## src/rtl/mvu_apb_csr_pkg.sv

```systemverilog
// Shared definitions for the MVU APB CSR block: register indices, STATUS and
// IRQ bit positions, and the packed 112-bit job descriptor.
package mvu_apb_csr_pkg;

    // Register index taken from paddr[4:2].
    typedef enum logic [2:0] {
        REG_CTRL    = 3'd0,
        REG_WBASE   = 3'd1,
        REG_IBASE   = 3'd2,
        REG_OBASE   = 3'd3,
        REG_LEN     = 3'd4,
        REG_STATUS  = 3'd5,
        REG_DONECNT = 3'd6,
        REG_IRQ     = 3'd7
    } reg_idx_e;

    localparam int CTRL_PUSH_BIT    = 0;
    localparam int STATUS_FULL_BIT  = 4;
    localparam int STATUS_EMPTY_BIT = 5;
    localparam int STATUS_BUSY_BIT  = 6;
    localparam int STATUS_ERR_BIT   = 7;
    localparam int IRQ_IE_BIT       = 0;
    localparam int IRQ_IP_BIT       = 8;

    // One queued job as seen by the MVU core.
    typedef struct packed {
        logic [31:0] wbase;
        logic [31:0] ibase;
        logic [31:0] obase;
        logic [15:0] len;
    } job_desc_t;

    localparam int DESC_W = $bits(job_desc_t);

    // Assemble the STATUS read word from its fields.
    function automatic logic [31:0] status_word(input logic [3:0] level, input logic full,
                                                input logic empty, input logic busy,
                                                input logic err);
        logic [31:0] w;
        w = '0;
        w[3:0] = level;
        w[STATUS_FULL_BIT] = full;
        w[STATUS_EMPTY_BIT] = empty;
        w[STATUS_BUSY_BIT] = busy;
        w[STATUS_ERR_BIT] = err;
        return w;
    endfunction

endpackage

```

## src/rtl/mvu_apb_csr_if.sv

```systemverilog
// APB3 bus bundle between the E203 requester and the MVU CSR completer.
// With MVU_APB_PSLVERR_EN defined the bundle also carries pslverr.
interface mvu_apb_csr_if #(
    parameter int AW = 32,
    parameter int DW = 32
);
    logic [AW-1:0] paddr;
    logic          psel;
    logic          penable;
    logic          pwrite;
    logic [DW-1:0] pwdata;
    logic [DW-1:0] prdata;
`ifdef MVU_APB_PSLVERR_EN
    logic          pslverr;

    modport master (output paddr, psel, penable, pwrite, pwdata, input prdata, pslverr);
    modport slave  (input paddr, psel, penable, pwrite, pwdata, output prdata, pslverr);
`else
    modport master (output paddr, psel, penable, pwrite, pwdata, input prdata);
    modport slave  (input paddr, psel, penable, pwrite, pwdata, output prdata);
`endif
endinterface

```

## src/rtl/mvu_job_fifo.sv

```systemverilog
// Synchronous job FIFO, DEPTH entries of WIDTH bits. A push into a full FIFO
// is accepted only when a pop happens in the same cycle.
module mvu_job_fifo #(
    parameter int DEPTH = 4,
    parameter int WIDTH = 112
) (
    input  logic                   clk,
    input  logic                   rst_n,
    input  logic                   push,
    input  logic                   pop,
    input  logic [WIDTH-1:0]       wdata,
    output logic [WIDTH-1:0]       rdata,
    output logic [$clog2(DEPTH):0] level,
    output logic                   full,
    output logic                   empty
);
    localparam int PW = $clog2(DEPTH);
    localparam int LW = PW + 1;

    logic [WIDTH-1:0] mem [DEPTH];
    logic [PW-1:0]    wr_ptr;
    logic [PW-1:0]    rd_ptr;
    logic [LW-1:0]    level_q;
    logic             do_push;
    logic             do_pop;

    assign do_pop  = pop & ~empty;
    assign do_push = push & (~full | do_pop);

    // Entry storage, written at the tail.
    // NOTE: the storage array has no reset; an entry is only ever read after
    // it has been written, and leaving it out keeps it a plain RAM.
    always_ff @(posedge clk) begin
        if (do_push) begin
            mem[wr_ptr] <= wdata;
        end
    end

    // Pointers and fill level; pointers wrap naturally since DEPTH is a power of two.
    // NOTE: sequential state uses non-blocking assignments so every register
    // samples the pre-edge values regardless of statement order.
    always_ff @(posedge clk or negedge rst_n) begin
        if (!rst_n) begin
            wr_ptr  <= '0;
            rd_ptr  <= '0;
            level_q <= '0;
        end else begin
            if (do_push) wr_ptr <= wr_ptr + PW'(1);
            if (do_pop)  rd_ptr <= rd_ptr + PW'(1);
            if (do_push && !do_pop) begin
                level_q <= level_q + LW'(1);
            end else if (do_pop && !do_push) begin
                level_q <= level_q - LW'(1);
            end
        end
    end

    assign rdata = mem[rd_ptr];
    assign level = level_q;
    assign full  = (level_q == LW'(DEPTH));
    assign empty = (level_q == '0);

endmodule

```

## src/rtl/mvu_apb_csr.sv

```systemverilog
// MVU APB3 CSR completer: job descriptor registers, job FIFO towards the MVU
// core, completion counter and level interrupt. Zero-wait-state bus.
// Optional feature macro MVU_APB_PSLVERR_EN adds the pslverr response.
module mvu_apb_csr
    import mvu_apb_csr_pkg::*;
#(
    parameter int            AW        = 32,
    parameter int            DW        = 32,
    parameter int            JOB_DEPTH = 4,
    parameter logic [AW-1:0] BASE_ADDR = 32'h1004_2000
) (
    input  logic         clk,
    input  logic         rst_n,
    mvu_apb_csr_if.slave apb,
    output logic         job_valid,
    input  logic         job_ready,
    output logic [31:0]  job_wbase,
    output logic [31:0]  job_ibase,
    output logic [31:0]  job_obase,
    output logic [15:0]  job_len,
    input  logic         job_done,
    output logic         irq
);
    localparam int LW = $clog2(JOB_DEPTH) + 1;

    logic          setup;
    logic          access;
    logic          wr;
    logic          base_hit;
    reg_idx_e      idx;
    logic          unused_paddr;
    logic          reg_wr;
    logic          push_req;
    logic          push_blocked;
    logic          push_ok;
    logic          push_drop;
    logic          pop;

    logic [31:0]   wbase_q;
    logic [31:0]   ibase_q;
    logic [31:0]   obase_q;
    logic [15:0]   len_q;
    logic          err_q;
    logic          busy_q;
    logic          ie_q;
    logic          ip_q;
    logic          irq_q;
    logic [3:0]    out_q;
    logic [3:0]    out_next;
    logic [15:0]   donecnt_q;
    logic [DW-1:0] rdata_mux;
    logic [DW-1:0] prdata_q;

    job_desc_t     tail_desc;
    job_desc_t     head_desc;
    logic [LW-1:0] fifo_level;
    logic          fifo_full;
    logic          fifo_empty;

    assign setup        = apb.psel & ~apb.penable;
    assign access       = apb.psel & apb.penable;
    assign wr           = access & apb.pwrite;
    assign base_hit     = (apb.paddr[AW-1:8] == BASE_ADDR[AW-1:8]);
    assign idx          = reg_idx_e'(apb.paddr[4:2]);
    assign unused_paddr = ^{apb.paddr[7:5], apb.paddr[1:0]};

    assign pop          = job_valid & job_ready;
    assign push_req     = wr & base_hit & (idx == REG_CTRL) & apb.pwdata[CTRL_PUSH_BIT];
    assign push_blocked = fifo_full & ~pop;
    assign push_ok      = push_req & ~push_blocked;
    assign push_drop    = push_req & push_blocked;

`ifdef MVU_APB_PSLVERR_EN
    logic ro_bad;
    logic pslverr_q;

    // STATUS only accepts bit 7 (err clear); anything else is a read-only violation.
    assign ro_bad = (idx == REG_STATUS) &&
                    ((apb.pwdata & ~(DW'(1) << STATUS_ERR_BIT)) != '0);
    assign reg_wr = wr & base_hit & ~ro_bad;

    // Error response is decided in SETUP and held through ACCESS.
    always_ff @(posedge clk or negedge rst_n) begin
        if (!rst_n) begin
            pslverr_q <= 1'b0;
        end else if (setup) begin
            pslverr_q <= ~base_hit |
                         (apb.pwrite & (ro_bad | ((idx == REG_CTRL) &
                                                  apb.pwdata[CTRL_PUSH_BIT] & fifo_full)));
        end
    end

    assign apb.pslverr = pslverr_q;
`else
    assign reg_wr = wr & base_hit;
`endif

    // Read data mux; unmatched base returns zero.
    // NOTE: always_comb assigns a default before any branch so no path can
    // leave the output unassigned and infer a latch.
    always_comb begin
        rdata_mux = '0;
        if (base_hit) begin
            case (idx)
                REG_CTRL:    rdata_mux = '0;
                REG_WBASE:   rdata_mux = wbase_q;
                REG_IBASE:   rdata_mux = ibase_q;
                REG_OBASE:   rdata_mux = obase_q;
                REG_LEN:     rdata_mux = {16'h0, len_q};
                REG_STATUS:  rdata_mux = status_word(4'(fifo_level), fifo_full,
                                                     fifo_empty, busy_q, err_q);
                REG_DONECNT: rdata_mux = {16'h0, donecnt_q};
                REG_IRQ: begin
                    rdata_mux[IRQ_IE_BIT] = ie_q;
                    rdata_mux[IRQ_IP_BIT] = ip_q;
                end
                default:     rdata_mux = '0;
            endcase
        end
    end

    // Read data is captured in SETUP and held until the next SETUP.
    always_ff @(posedge clk or negedge rst_n) begin
        if (!rst_n) begin
            prdata_q <= '0;
        end else if (setup) begin
            prdata_q <= rdata_mux;
        end
    end

    assign apb.prdata = prdata_q;

    // Writable descriptor and interrupt-enable registers.
    always_ff @(posedge clk or negedge rst_n) begin
        if (!rst_n) begin
            wbase_q <= '0;
            ibase_q <= '0;
            obase_q <= '0;
            len_q   <= '0;
            ie_q    <= 1'b0;
        end else if (reg_wr) begin
            case (idx)
                REG_WBASE: wbase_q <= apb.pwdata[31:0];
                REG_IBASE: ibase_q <= apb.pwdata[31:0];
                REG_OBASE: obase_q <= apb.pwdata[31:0];
                REG_LEN:   len_q   <= apb.pwdata[15:0];
                REG_IRQ:   ie_q    <= apb.pwdata[IRQ_IE_BIT];
                default:   ;
            endcase
        end
    end

    // Sticky overflow flag: set by a dropped PUSH, cleared by writing STATUS bit 7.
    always_ff @(posedge clk or negedge rst_n) begin
        if (!rst_n) begin
            err_q <= 1'b0;
        end else if (push_drop) begin
            err_q <= 1'b1;
        end else if (reg_wr && idx == REG_STATUS && apb.pwdata[STATUS_ERR_BIT]) begin
            err_q <= 1'b0;
        end
    end

    // Saturating completion counter; a clear coinciding with job_done lands on 1.
    always_ff @(posedge clk or negedge rst_n) begin
        if (!rst_n) begin
            donecnt_q <= '0;
        end else if (reg_wr && idx == REG_DONECNT) begin
            donecnt_q <= job_done ? 16'd1 : 16'd0;
        end else if (job_done && donecnt_q != 16'hFFFF) begin
            donecnt_q <= donecnt_q + 16'd1;
        end
    end

    // Pending flag (set beats W1C) and the registered interrupt output.
    always_ff @(posedge clk or negedge rst_n) begin
        if (!rst_n) begin
            ip_q  <= 1'b0;
            irq_q <= 1'b0;
        end else begin
            if (job_done) begin
                ip_q <= 1'b1;
            end else if (reg_wr && idx == REG_IRQ && apb.pwdata[IRQ_IP_BIT]) begin
                ip_q <= 1'b0;
            end
            irq_q <= ie_q & ip_q;
        end
    end

    assign irq = irq_q;

    // Next outstanding-job count: +1 per dispatch, -1 per completion, saturating both ways.
    always_comb begin
        out_next = out_q;
        if (pop && !job_done) begin
            if (out_q != 4'hF) out_next = out_q + 4'd1;
        end else if (job_done && !pop) begin
            if (out_q != 4'h0) out_next = out_q - 4'd1;
        end
    end

    // Outstanding count and busy flag.
    always_ff @(posedge clk or negedge rst_n) begin
        if (!rst_n) begin
            out_q  <= '0;
            busy_q <= 1'b0;
        end else begin
            out_q <= out_next;
            if (pop) begin
                busy_q <= 1'b1;
            end else if (job_done && out_next == 4'h0) begin
                busy_q <= 1'b0;
            end
        end
    end

    assign tail_desc = '{wbase: wbase_q, ibase: ibase_q, obase: obase_q, len: len_q};

    mvu_job_fifo #(
        .DEPTH (JOB_DEPTH),
        .WIDTH (DESC_W)
    ) u_job_fifo (
        .clk   (clk),
        .rst_n (rst_n),
        .push  (push_ok),
        .pop   (pop),
        .wdata (tail_desc),
        .rdata (head_desc),
        .level (fifo_level),
        .full  (fifo_full),
        .empty (fifo_empty)
    );

    assign job_valid = ~fifo_empty;
    assign job_wbase = head_desc.wbase;
    assign job_ibase = head_desc.ibase;
    assign job_obase = head_desc.obase;
    assign job_len   = head_desc.len;

endmodule

```

## src/flat_wrapper.sv

```systemverilog
// flat-port wrapper written by rule: the top's interface ports become plain ports
module mvu_apb_csr_flat import mvu_apb_csr_pkg::*;
#(
    parameter int            AW        = 32,
    parameter int            DW        = 32,
    parameter int            JOB_DEPTH = 4,
    parameter logic [AW-1:0] BASE_ADDR = 32'h1004_2000
)
  (clk, rst_n, job_valid, job_ready, job_wbase, job_ibase, job_obase, job_len, job_done, irq, apb_paddr, apb_psel, apb_penable, apb_pwrite, apb_pwdata, apb_prdata);
  mvu_apb_csr_if #(.AW(AW), .DW(DW)) apb_i ();
  input  logic clk;
  input  logic rst_n;
  output logic job_valid;
  input  logic job_ready;
  output logic [31:0] job_wbase;
  output logic [31:0] job_ibase;
  output logic [31:0] job_obase;
  output logic [15:0] job_len;
  input  logic job_done;
  output logic irq;
  input wire logic [$bits(apb_i.paddr)-1:0] apb_paddr;
  input wire logic [$bits(apb_i.psel)-1:0] apb_psel;
  input wire logic [$bits(apb_i.penable)-1:0] apb_penable;
  input wire logic [$bits(apb_i.pwrite)-1:0] apb_pwrite;
  input wire logic [$bits(apb_i.pwdata)-1:0] apb_pwdata;
  output wire logic [$bits(apb_i.prdata)-1:0] apb_prdata;
  assign apb_i.paddr = apb_paddr;
  assign apb_i.psel = apb_psel;
  assign apb_i.penable = apb_penable;
  assign apb_i.pwrite = apb_pwrite;
  assign apb_i.pwdata = apb_pwdata;
  assign apb_prdata = apb_i.prdata;
  mvu_apb_csr #(.AW(AW), .DW(DW), .JOB_DEPTH(JOB_DEPTH), .BASE_ADDR(BASE_ADDR)) u_core (.clk(clk), .rst_n(rst_n), .apb(apb_i), .job_valid(job_valid), .job_ready(job_ready), .job_wbase(job_wbase), .job_ibase(job_ibase), .job_obase(job_obase), .job_len(job_len), .job_done(job_done), .irq(irq));
endmodule
```

## config.mk

```make
export PLATFORM = sky130hd
export DESIGN_NAME = mvu_apb_csr_flat
export DESIGN_NICKNAME = d
export VERILOG_FILES = /design/src/rtl/mvu_apb_csr_pkg.sv /design/src/rtl/mvu_apb_csr_if.sv /design/src/rtl/mvu_job_fifo.sv /design/src/rtl/mvu_apb_csr.sv /design/src/flat_wrapper.sv
export SDC_FILE = /design/constraint.sdc
export NUM_CORES = 1
export LEC_CHECK = 0
export BUFFER_PORTS_ARGS = -buffer_cell sky130_fd_sc_hd__buf_2
export CELL_PAD_IN_SITES_DETAIL_PLACEMENT = 1
export CELL_PAD_IN_SITES_GLOBAL_PLACEMENT = 2
export CORE_MARGIN = 3
export CORE_UTILIZATION = 45
export DETAILED_ROUTE_END_ITERATION = 7
export GPL_TIMING_DRIVEN = 0
export HOLD_SLACK_MARGIN = 0.1
export PLACE_DENSITY_LB_ADDON = 0.1
export REMOVE_ABC_BUFFERS = 1
export SYNTH_ARGS = -nofsm -noshare
export SYNTH_HDL_FRONTEND = slang
export SYNTH_SLANG_ARGS = --single-unit
```

## constraint.sdc

```tcl
create_clock -name clk -period 6.4 [get_ports clk]
set_input_delay 1.28 -clock clk [delete_from_list [all_inputs] [get_ports clk]]
set_output_delay 1.28 -clock clk [all_outputs]
set_load 0.05 [all_outputs]
```

# == Yosys cells after proc, flatten, opt, wreduce, memory -nomap -nowiden ==
# Memories as Yosys holds them, arrays and structs flattened.
# Cells that the tools add are included.
# op_classes
n_eq_ne,11
n_reduce_logical,30
bitwise,19
addsub,7
mux,22
# ops
cell,count
$pmux 23 s5,1
$pmux 7 s6,1
$mux 16,2
$mux 32,1
$eq 24x21->1 const B,1
$add 16x1->16 const B,1
$mux 4,4
$ne 16x16->1 const B,1
$eq 3x3->1 const B,5
$and 1x1->1,13
$logic_and 1x1->1,11
$reduce_and 2->1,5
$reduce_bool 2->1,5
$mux 1,9
$pmux 1 s8,1
$pmux 1 s7,1
$eq 3x2->1 const B,2
$logic_not 3->1,2
$mux 3,2
$not 1->1,5
$add 2x1->2 const B,2
$add 4x1->4 const B,1
$logic_not 1->1,4
$logic_not 4->1,1
other kinds (8),8
# totals
out_inout_bits,146
memories,1
inputBits,71
ff_bits,176
mem_bits_rw,448
# memory_table
memory,words,width,rd,rd_clocked_by_memory_dff,wr,line,text
u_core.u_job_fifo.mem,4,112,1,0,1,mvu_job_fifo.sv:20,logic [WIDTH-1:0] mem [DEPTH];

# == Longest topological paths before layout ==
# logic_depth
depth_word,12
mapped_depth,10
mapped_depth_nobuf,9

# == Modules after synthesis ==
# From an unflattened synthesis, not the netlist that was laid out.
# hier_totals
cells_unflattened,1278
area_unflattened_um2,24541.0
# by_module_without_submodules
mod,n_inst,seq_area_each_um2,cells_per_inst,area_per_inst_um2
mvu_job_fifo,1,13628.1,621,16572.1
mvu_apb_csr,1,4229.1,657,7968.9

# == Least setup slack after synthesis ==
# Ideal clock, no wire load.
# synth_path
kind,input port to flip-flop
from,input apb_paddr[17]
to,"memory u_core.u_job_fifo.mem[0][0], enable pin"
t_arrival_ps,5119
t_required_ps,5916
path_stages,5
setup_time_ps,484
setup_slack_ps,798
path_cell_list,nor4b_1 nand2_1 clkbuf_1 nor4b_4 and2_1
# synth_between
elab_chain_len,8
# synth_lines
item,line,text
"start, declared",flat_wrapper.sv:21,input wire logic [$bits(apb_i.paddr)-1:0] apb_paddr;
$eq 24x21->1,mvu_apb_csr.sv:63,assign base_hit = (apb.paddr[AW-1:8] == BASE_ADDR[AW-1:8]);
$and 1x1->1 (3 in series),mvu_apb_csr.sv:68,assign push_req = wr & base_hit & (idx == REG_CTRL) & apb.pwdata[CTRL_PUSH_BIT];
$and 1x1->1,mvu_apb_csr.sv:70,assign push_ok = push_req & ~push_blocked;
$and 1x1->1,mvu_job_fifo.sv:28,assign do_push = push & (~full | do_pop);
net u_core.u_job_fifo.do_push,mvu_job_fifo.sv:24,logic do_push;
$mux 1,mvu_job_fifo.sv:34,if (do_push) begin
$mux 1 (not written as such),mvu_job_fifo.sv:35,mem[wr_ptr] <= wdata;
"end, declared",mvu_job_fifo.sv:20,
# The timed path passes the listed nets, and every way through them passes these cells.

# == Worst setup path after layout ==
# layout_path
from,input apb_paddr[2]
to,register u_core.obase_q[6]
# layout_between
elab_chain_len,2
# layout_lines
item,line,text
$eq 3x2->1,mvu_apb_csr.sv:142,case (idx)
$reduce_and 2->1 (no line),--,
"end signal, assigned",mvu_apb_csr.sv:145,REG_OBASE: obase_q <= apb.pwdata[31:0];
"end, declared",mvu_apb_csr.sv:41,logic [31:0] obase_q;
# Every way passes these cells.
# A chain may end at the register's enable or synchronous reset.

==> flow_summary.ini <==
[cts]
clock_path_buffers = 3
cts_buffers = 68
cts_setup_buffers = 0
cts-resized-gates = 0
cts.htree.levels = 3
clock_latency_ns = 0.59
clockRootBuffer = clkbuf_16
clkSinkCount = 624
clkSlewWorstSetupHoldPaths_ns = 0.05
cts_tree = done
cts_hold_buf = 0

[die]
die_w_um = 240
initial_core_util_pct = 45.7
die-height_um = 240
fp-row-count = 85
io_pins = 217
dieArea_um2 = 57700
core_um2 = 54000

[setup_path]
worst-path-buf-inv = 4
critical_path_arrival_ns = 4.72
end_kind = flip-flop
crit_slowest_cell = nor2b_1
worstRegToRegCells = 6
crit_type = input port to flip-flop
start_kind = input port
rr_startpoint = u_core.u_job_fifo.level[0]
regToRegSetupSlack_ns = 3.57
crit_chain = buf_2, buf_12, nor2b_1, nand2_1, nor4_4, buf_8, buf_6, mux2_2
rr_endpoint = u_core.u_job_fifo.mem[3][106]
crit_family = simple AND/OR/NAND/NOR gates
required_ns = 6.86
critPathMaxFanout = 35
crit_path_max_incr_delay_ns = 0.83

[synthesis]
synth_edf_count = 448
netlist_area_um2 = 24700
synth_seq_cells = 624
ys.warnings.count = 0
ys_async_sr_fraction_pct = 28.2
synth_seq_area_share_pct = 72.3
synth.area.mux_share_pct = 17.5
synth-compound-area-share_pct = 3.92
synth_top_family_by_area = multiplexers
syn_inst = 1287
synth_xor_area_share_pct = 0.319
synth_flop_cell = edfxtp_1
synth_simple_gate_area_share_pct = 4.04
ys_top_cells_by_area = edfxtp_1 (54%), dfrtp_1 (18%), mux4_2 (10%), mux2_2 (6.2%), a22oi_1 (0.73%)
synth_fa_ha_area_share_pct = 0.486
synth.top_cell.area_share_pct = 54.5
yosysUniqueCellTypes = 62
postSynthAreaPerCell_um2 = 19.2
synth_area_leader_cell = edfxtp_1

[outcome]
status = finished clean

[pwr]
pwr-share-comb_pct = 2.9
p_sw_share_pct = 21.0
p_seq_share_pct = 51.7
ir_drop_uv = 239
p_int_mw = 6.69
clkPwrFrac_pct = 45.4
p_switching_mw = 1.78
p_leak_nw = 12.2
cellPowerDensity_nw_per_um2 = 290

[timing]
period_needed_ns = 4.26
whs_ns = 0.479
finalHoldViolCount = 0
fin_crit_sh_pct = 66.6
slew_viol_final = 0
tightestPinTransition_ns = 1.18
finalWorstSetupSlack_ns = 2.14
fmax_mhz = 235
slew_headroom_pct = 21.2
fin_skew_ns = 0.0167
setup_viol = 0
rsz0062_at_grt = no

[global_route]
antenna_found_initial = 2
first_global_vias = 14100
grt-ovfl-total = 0
grt_start_max_net_pins = 94
grt_usage_pct = 21.2
grt_pass1_wl_mm = 89.9

[detailed_routing]
ant_nets = 0
met2_wirelength_mm = 31.0
wl_met1_mm = 25.7
vias = 12900
wl_met3_mm = 2.39
top_layer = met5
drt-total-wl_mm = 60.1
vias_per_cell = 5.68
route.detailed.drc = 0
wl_per_cell_um = 26.4
drt-initial-drc-count = 712
dr.pass1.iters = 4

[hold_path]
holdCritStartpoint = u_core.apb.prdata[0]
whs_path_depth = 2
hold_class = flip-flop to flip-flop
holdPathEnd = u_core.apb.prdata[0]

[place]
place_hpwl_mm = 36.8
port_buffers = 211
globalplace.congestion = 0.725
dpl_worst_slack_ns = 1.48

[cells_and_area]
seq_area_um2 = 17900
syn_to_final_growth_pct = 18.2
multi_input_comb_area_um2 = 6530
final_cell_mix = edfxtp_1 (448), buf_2 (209), dfrtp_1 (174)
post-route-util_pct = 54.0
n_fill_cell = 4854
drive_above_1_share_pct = 39.7
final_common_cell = edfxtp_1
nNetsFinal = 1602

[run]
drv_cap = 0
==> through the flow <==
stage / instances / cell area, µm² / total power [mW] / TNS (ns)
after floorplan: 1211 / 24400 / 4.56 / -11.71
after global placement: 2118 / 26300 / 4.69 / -1737.85
after detailed placement: 2148 / 27000 / 4.71 / 0
after CTS: 2274 / 29200 / 8.58 / 0
after global routing: 2275 / 29200 / 8.79 / 0
final: 2275 / 29200 / 8.47 / 0
==> registers in the layout (all words and copies together), names as in the netlist, 3 cells and up <==
name and cells:
u_core.wbase_q 32, u_core.obase_q 32, u_core.ibase_q 32, u_core.len_q 16
u_core.apb.prdata 32, u_core.donecnt_q 16, u_core.u_job_fifo.level 3, u_core.u_job_fifo.mem 448
u_core.out_q 4
==> metal layers <==
layer  GRT usage (%)  up-vias
met5               0        -
met2            36.7      261
met3            3.67       78
met1            27.9     6888
li1                -     5698
met4            5.79        2
==> worst register-to-register path, stage by stage (launching register included) <==
cell      delay [ns]
dfrtp_1         0.51
nor2_1          0.10
nand3b_1        0.12
nor4b_4         0.46
and2_4          0.62
buf_16          0.31
buf_16          0.32
==> cell families (layout without fill, tap and decap cells) <==
logic type	count (synthesis)	in the layout
muxes	273	273
other	0	1
xor gates and xnor gates	9	9
adders and majority gates	9	9
and+or+nand+nor	159	159
buffers and inverters	85	376
AOI/OAI and AO/OA	128	128
DFF	624	624
==> layout make-up <==
cell class	instances	share of cell area [%]
Multi-Input combinational cell	578	22.4
Clock inverter	24	0.643
Sequential cell	624	61.2
Antenna cell	1	0.00857
Timing Repair Buffer	241	5.73
Inverter	9	0.116
Clock buffer	102	6.94
Tap cell	696	2.98
==> power groups by stage <==
stage	logic [mW]	clock network [mW]	registers, mW
CTS	0.250	3.95	4.38
detailed placement	0.249	0	4.46
global placement	0.232	0	4.46
floorplan	0.124	0	4.44
finish	0.245	3.85	4.38
global route	0.272	4.14	4.38
==> worst max-delay path by stage <==
| stage | slack (ns) | cells after the start | end | startpoint |
|---|---|---|---|---|
| finish | 2.14 | 8 | u_core.obase_q[6] | apb_paddr[2] |
| detailed placement | 1.48 | 8 | u_core.obase_q[6] | apb_paddr[2] |
| floorplan | -0.10 | 1 | job_ibase[0] | u_core.u_job_fifo.rd_ptr[0] |
| CTS | 2.09 | 8 | u_core.obase_q[6] | apb_paddr[2] |
| global route | 2.02 | 8 | u_core.obase_q[31] | apb_paddr[2] |
| global placement | -2.93 | 2 | job_wbase[23] | u_core.u_job_fifo.rd_ptr[0] |
==> Yosys cell counts (all sizes together), types with 10 or more instances <==
cell type  instances
buf               35
mux2i             17
mux4             112
nor2              13
nand4             10
nand2             47
nor4              11
or4               10
dfrtp            176
nand3             10
mux2             144
clkbuf            41
a21oi             13
o31ai             26
a22oi             24
o21ai             17
edfxtp           448
No activity file was read; power rests on OpenSTA's default activity.
